$ cat src/rtl/addwm_pkg.sv
// Shared types and constants for the add-watermark job controller.
package addwm_pkg;

    typedef enum logic [1:0] {
        StIdle,
        StLaunch,
        StBusy,
        StDone
    } job_state_e;

    localparam int unsigned LP_BYTES_PER_PIX = 4;
    localparam int unsigned LP_LEN_WIDTH     = 34;
    localparam int unsigned LP_PIX_SHIFT     = $clog2(LP_BYTES_PER_PIX);

    // Pixel count to byte count: {pix, 2'b00} zero-extended.
    function automatic logic [LP_LEN_WIDTH-1:0] pix_to_bytes(input logic [31:0] pix);
        return LP_LEN_WIDTH'(pix) << LP_PIX_SHIFT;
    endfunction

endpackage

$ cat src/rtl/addwm_done_tracker.sv
// Sticky per-channel completion flags (image read, watermark read, result write).
module addwm_done_tracker (
    input  logic clk_i,
    input  logic rst_ni,
    input  logic en_i,
    input  logic preset_wm_i,
    input  logic clear_i,
    input  logic im_done_i,
    input  logic wm_done_i,
    input  logic wr_done_i,
    output logic all_done_o
);

    // Bit order: {wr, wm, im}.
    logic [2:0] flags_q, flags_d;
    logic [2:0] pulses;

    assign pulses = {wr_done_i, wm_done_i, im_done_i};

    always_comb begin
        flags_d = flags_q;
        if (clear_i) begin
            flags_d = 3'b000;
        end else begin
            if (preset_wm_i) begin
                flags_d[1] = 1'b1;
            end
            if (en_i) begin
                flags_d = flags_d | pulses;
            end
        end
    end

    always_ff @(posedge clk_i or negedge rst_ni) begin
        if (!rst_ni) begin
            flags_q <= 3'b000;
        end else begin
            flags_q <= flags_d;
        end
    end

    // Includes pulses arriving this cycle so BUSY can exit without an extra cycle.
    assign all_done_o = &(flags_q | (en_i ? pulses : 3'b000));

endmodule

$ cat src/rtl/sdx_kernel_addwm_job_ctrl.sv
// Job sequencer for the add-watermark kernel: latches arguments, launches the three channels,
// waits for their completion. Optional cycle counter enabled by ADDWM_JOB_CTRL_PERF_EN.
module sdx_kernel_addwm_job_ctrl
    import addwm_pkg::*;
#(
    parameter int unsigned C_ADDR_WIDTH = 64,
    parameter int unsigned C_LEN_WIDTH  = LP_LEN_WIDTH
) (
    input  logic                    aclk,
    input  logic                    areset_n,
    input  logic                    ap_start,
    output logic                    ap_idle,
    output logic                    ap_done,
    input  logic [31:0]             p00,
    input  logic [31:0]             p01,
    input  logic [31:0]             p10,
    input  logic [31:0]             p11,
    input  logic [63:0]             axi00_im,
    input  logic [63:0]             axi01_wm,
    output logic                    rd_im_start,
    output logic                    rd_wm_start,
    output logic                    wr_start,
    output logic [C_ADDR_WIDTH-1:0] rd_im_addr,
    output logic [C_ADDR_WIDTH-1:0] rd_wm_addr,
    output logic [C_ADDR_WIDTH-1:0] wr_addr,
    output logic [C_LEN_WIDTH-1:0]  rd_im_bytes,
    output logic [C_LEN_WIDTH-1:0]  rd_wm_bytes,
    output logic [C_LEN_WIDTH-1:0]  wr_bytes,
    input  logic                    rd_im_done,
    input  logic                    rd_wm_done,
    input  logic                    wr_done,
    output logic [31:0]             dp_alpha,
    output logic [31:0]             dp_beta,
    output logic [31:0]             perf_cycles
);

    job_state_e              state_q, state_d;
    logic                    latch;
    logic                    all_done;
    logic [C_ADDR_WIDTH-1:0] im_addr_q, im_addr_d, wm_addr_q, wm_addr_d;
    logic [C_LEN_WIDTH-1:0]  im_bytes_q, im_bytes_d, wm_bytes_q, wm_bytes_d;
    logic [31:0]             alpha_q, alpha_d, beta_q, beta_d;
    logic                    wm_en_q, wm_en_d;

    always_comb begin
        state_d = state_q;
        latch   = 1'b0;
        case (state_q)
            StIdle: begin
                if (ap_start) begin
                    latch   = 1'b1;
                    state_d = (p00 == 32'd0) ? StDone : StLaunch;
                end
            end
            StLaunch: state_d = StBusy;
            StBusy: begin
                if (all_done) begin
                    state_d = StDone;
                end
            end
            StDone:   state_d = StIdle;
            default:  state_d = StIdle;
        endcase
    end

    always_comb begin
        im_addr_d  = im_addr_q;
        wm_addr_d  = wm_addr_q;
        im_bytes_d = im_bytes_q;
        wm_bytes_d = wm_bytes_q;
        alpha_d    = alpha_q;
        beta_d     = beta_q;
        wm_en_d    = wm_en_q;
        if (latch) begin
            im_addr_d  = C_ADDR_WIDTH'(axi00_im);
            wm_addr_d  = C_ADDR_WIDTH'(axi01_wm);
            im_bytes_d = C_LEN_WIDTH'(pix_to_bytes(p00));
            wm_bytes_d = C_LEN_WIDTH'(pix_to_bytes(p01));
            alpha_d    = p10;
            beta_d     = p11;
            wm_en_d    = (p01 != 32'd0);
        end
    end

    always_ff @(posedge aclk or negedge areset_n) begin
        if (!areset_n) begin
            state_q    <= StIdle;
            im_addr_q  <= '0;
            wm_addr_q  <= '0;
            im_bytes_q <= '0;
            wm_bytes_q <= '0;
            alpha_q    <= '0;
            beta_q     <= '0;
            wm_en_q    <= 1'b0;
        end else begin
            state_q    <= state_d;
            im_addr_q  <= im_addr_d;
            wm_addr_q  <= wm_addr_d;
            im_bytes_q <= im_bytes_d;
            wm_bytes_q <= wm_bytes_d;
            alpha_q    <= alpha_d;
            beta_q     <= beta_d;
            wm_en_q    <= wm_en_d;
        end
    end

    addwm_done_tracker u_done_tracker (
        .clk_i       (aclk),
        .rst_ni      (areset_n),
        .en_i        (state_q == StBusy),
        .preset_wm_i ((state_q == StLaunch) && !wm_en_q),
        .clear_i     (state_q == StDone),
        .im_done_i   (rd_im_done),
        .wm_done_i   (rd_wm_done),
        .wr_done_i   (wr_done),
        .all_done_o  (all_done)
    );

    // All outputs decode registered state only.
    assign ap_idle     = (state_q == StIdle);
    assign ap_done     = (state_q == StDone);
    assign rd_im_start = (state_q == StLaunch);
    assign wr_start    = (state_q == StLaunch);
    assign rd_wm_start = (state_q == StLaunch) && wm_en_q;
    assign rd_im_addr  = im_addr_q;
    assign wr_addr     = im_addr_q;
    assign rd_wm_addr  = wm_addr_q;
    assign rd_im_bytes = im_bytes_q;
    assign wr_bytes    = im_bytes_q;
    assign rd_wm_bytes = wm_bytes_q;
    assign dp_alpha    = alpha_q;
    assign dp_beta     = beta_q;

`ifdef ADDWM_JOB_CTRL_PERF_EN
    logic [31:0] perf_q, perf_d;

    always_comb begin
        perf_d = perf_q;
        if (latch) begin
            perf_d = 32'd0;
        end else if ((state_q != StIdle) && (perf_q != 32'hFFFF_FFFF)) begin
            perf_d = perf_q + 32'd1;
        end
    end

    always_ff @(posedge aclk or negedge areset_n) begin
        if (!areset_n) begin
            perf_q <= 32'd0;
        end else begin
            perf_q <= perf_d;
        end
    end

    assign perf_cycles = perf_q;
`else
    assign perf_cycles = 32'd0;
`endif

endmodule
$ cat config.mk
export PLATFORM = sky130hd
export DESIGN_NAME = sdx_kernel_addwm_job_ctrl
export DESIGN_NICKNAME = d
export VERILOG_FILES = /design/src/rtl/addwm_pkg.sv /design/src/rtl/addwm_done_tracker.sv /design/src/rtl/sdx_kernel_addwm_job_ctrl.sv
export SDC_FILE = /design/constraint.sdc
export NUM_CORES = 1
export LEC_CHECK = 0
export ABC_AREA = 1
export ABC_CLOCK_PERIOD_IN_PS = 1500
export CORE_AREA = 2 2 255 257
export DETAILED_ROUTE_END_ITERATION = 10
export DIE_AREA = 0 0 257 259
export GPL_TIMING_DRIVEN = 0
export SYNTH_ARGS = -nofsm -noshare
export SYNTH_HDL_FRONTEND = slang
export SYNTH_HIERARCHICAL = 1
export SYNTH_SLANG_ARGS = --single-unit
$ cat constraint.sdc
create_clock -name aclk -period 1.5 [get_ports aclk]
set_clock_uncertainty 0.2 [all_clocks]
set_input_delay 0.375 -clock aclk [delete_from_list [all_inputs] [get_ports aclk]]
set_output_delay 0.375 -clock aclk [all_outputs]
set_load 0.01 [all_outputs]
==> flow_summary_export.csv <==
group,metric,value,unit
placement,dpl.cell_count,2821,
min_path,worstHoldPathType,"input port to asynchronous set/reset pin",
drt,viasPerCell,3.73,
sta,fin_setup_tns,-161150,ps
synth,yosysUniqueCellTypes,17,
synth,syn_avg_cell_area,8.60,sq um
floorplanning,io_pins,657,
synth,synth_edf_count,0,
sta,drv_slew,0,
floorplanning,core.rowCount,93,
grt,grtUsageTotal,13.5,%
grt,grt_overflow,0,
finish,syn2layout_area_growth,81.3,%
finish,n_fill_cell,6607,
sta,fin_crit,2030,ps
sta,rsz0062_at_grt,"true",
synth,ys_seq_area_share,58.3,%
grt,grt_pass1_vias,11600,
sta,fin_ws,-527,ps
floorplanning,die_x,257,um
placement,detailedPlace.worstSlack,-1050,ps
placement,place_hpwl,36300,um
power,power_density,2090,nW/um^2
drt,drc,0,
sta,hold_viol_final,0,
drt,vias,11000,
sta,period_share,135,%
drt,totalWireLength,47000,um
critical_path,worstPathMaxFanout,3,
job,cap_violations,0,
outcome,violations,"negative setup slack",
synth,synth_largest_area_cell,"dfrtp_1",
critical_path,endpoint_kind,"output port",
power,leakage,10.8,nW
clock_network,clock_latency,570,ps
drt,drtIter0Drc,451,
outcome,status,"complete, but fails checks",
clock_network,cts_tree,"done",
sta,hold_ws,108,ps
synth,ys_warn_count,6,
synth,yosys_most_used_dff,"dfrtp_1",
floorplanning,core,63900,sq um
critical_path,crit_start,"state_q[1]",
sta,final-setup-viol-count,617,
floorplanning,die_h,259,um
power,power,42.6,mW
drt,wire_per_inst,15.9,um
critical_path,r2r-start,"state_q[1]",
finish,nets,2344,
synth,syn_area,11300,sq um
floorplanning,die-area,66600,sq um
sta,slew_headroom,56.2,%
grt,grt_max_degree,113,
synth,ys_ff_latch,262,
grt,grt_pass1_wl,69700,um
finish,drive_gt1_share,33.1,%
clock_network,htreeDepth,1,
critical_path,cp-start-kind,"flip-flop",
synth,synth_top_area_share,58.3,%
drt,dr.pass1.iters,5,
placement,gp_congestion,0.907,
synth,syn_inst,1309,
synth,ys_top_cells_by_area,"dfrtp_1, nand2_1, buf_4",
grt,grt_antenna_before_repair,2,
sta,clock.fmax,493,MHz
clock_network,clkTransAtPathRegs,60,ps
finish,fin_cells,2953,
clock_network,cts_inserted_buffers,31,
critical_path,critical_path_class,"flip-flop to output port",
clock_network,cts.sinks,262,
synth,async_flop_share,100,%
placement,port_buffers,618,
critical_path,cp.arrival,1450,ps
clock_network,cts_buffer_depth,3,
clock_network,cts_root_buf,"clkbuf_16",
drt,drtAntennaViolNets,0,
power,peakVddDrop,0.966,mV
sta,tightest_slew,657,ps
critical_path,critical_path_required,920,ps
floorplanning,start_util,17.6,%
## repair_timing
item,in CTS,in global routing
gates cloned,1,0
hold buffers,1,0
buffers inserted,79,1
pin swaps,1,1
setup endpoints to repair,616,776
resized for setup,1801,16
endpoints found under the hold margin,121,0
## cell families after synthesis
group	count (synthesis)	synth area share, %
simple gates	743	25.0
flops	262	58.3
compound gates	50	2.23
buf+inv	248	13.9
fa+ha+maj	5	0.556
other cells	1	0.0333
## Yosys cell counts (2+ instances only)
cell type	instances
nand2_1	704
dfrtp_1	262
buf_4	158
inv_1	56
o21ai_0	45
nor2_1	27
buf_2	22
clkbuf_1	9
nand4_1	7
ha_1	5
a21oi_1	4
nand3_1	4
buf_6	2
## worst max-delay path: stages, from the launching register on
cell	delay, ps
dfrtp_1	390
inv_2	90
buf_4	130
ha_4	160
buf_6	110
## state kept, by name (all words and copies together), names as in the netlist
register / flops
rd_im_addr: 64
u_done_tracker/flags_q: 3
state_q: 2
wm_en_q: 1
rd_im_bytes: 32
rd_wm_bytes: 32
dp_alpha: 32
dp_beta: 32
rd_wm_addr: 64
## metal layers
metal / routed length, um / global-route usage (%) / part of all wire (%) / vias up
met5: 10 / 0 / 0.021 / -
met4: 1510 / 3.97 / 3.2 / 2
met3: 3920 / 4.43 / 8.3 / 75
met2: 23400 / 24.1 / 50 / 458
met1: 18200 / 15.3 / 39 / 5181
li1: - / - / - / 5308
## area by class of cell
class                           count  area, sq um  share of cell area (%)
Inverter                           57          226                    1.11
Clock buffer                       46          902                    4.42
Multi-Input combinational cell    836         3360                    16.5
Antenna cell                        2         5.00                  0.0245
Sequential cell                   262         6570                    32.2
Tap cell                          855         1070                    5.24
Buffer                            188         1870                    9.16
Timing Repair Buffer              701         6270                    30.8
Clock inverter                      6          133                   0.650
## final timing paths
check                             endpoint  slack, ps  cells after the start
setup / recovery                   ap_idle       -530                      4
setup reg to reg            rd_wm_addr[46]       -420                     10
hold reg to reg               dp_alpha[27]        270                      2
hold / removal              rd_im_addr[24]        110                      2
max in group asynchronous  rd_im_bytes[31]          0                      3
min in group aclk            rd_wm_addr[8]        130                      3
## layout by cell type (no fill, tap or decap), types with 2 or more instances in the layout
cell and count:
bufinv_16 4, a21oi_1 3, dfrtp_2 8, buf_6 304, nand4_1 7, buf_2 185
o21ai_0 42, clkdlybuf4s50_1 260, conb_1 38, nor2_1 26, clkbuf_8 8, dfrtp_1 254
clkbuf_2 4, inv_1 53, buf_8 4, buf_4 118, diode_2 2, buf_12 4
nand2_1 701, ha_4 4, o21ai_1 3, buf_16 2, nand2_2 2, inv_2 3
clkbuf_1 9, nand3_1 3, clkbuf_16 31, clkbuf_4 4
## stage by stage
stage | instance area (sq um) | util, %
5_1_grt | 20400 | 31.9
3_3_place_gp | 18800 | 29.4
6_report | 20400 | 31.9
3_5_place_dp | 18800 | 29.5
2_1_floorplan | 11500 | -
4_1_cts | 20400 | 31.9
## report_power, final
group	switching, mW	internal, mW	leakage (nW)
combinational	9.74	11.9	7.00
clock	3.04	4.77	0.502
sequential	2.70	10.4	3.26
total	15.5	27.1	10.8
No activity file was read; power rests on OpenSTA's default activity.
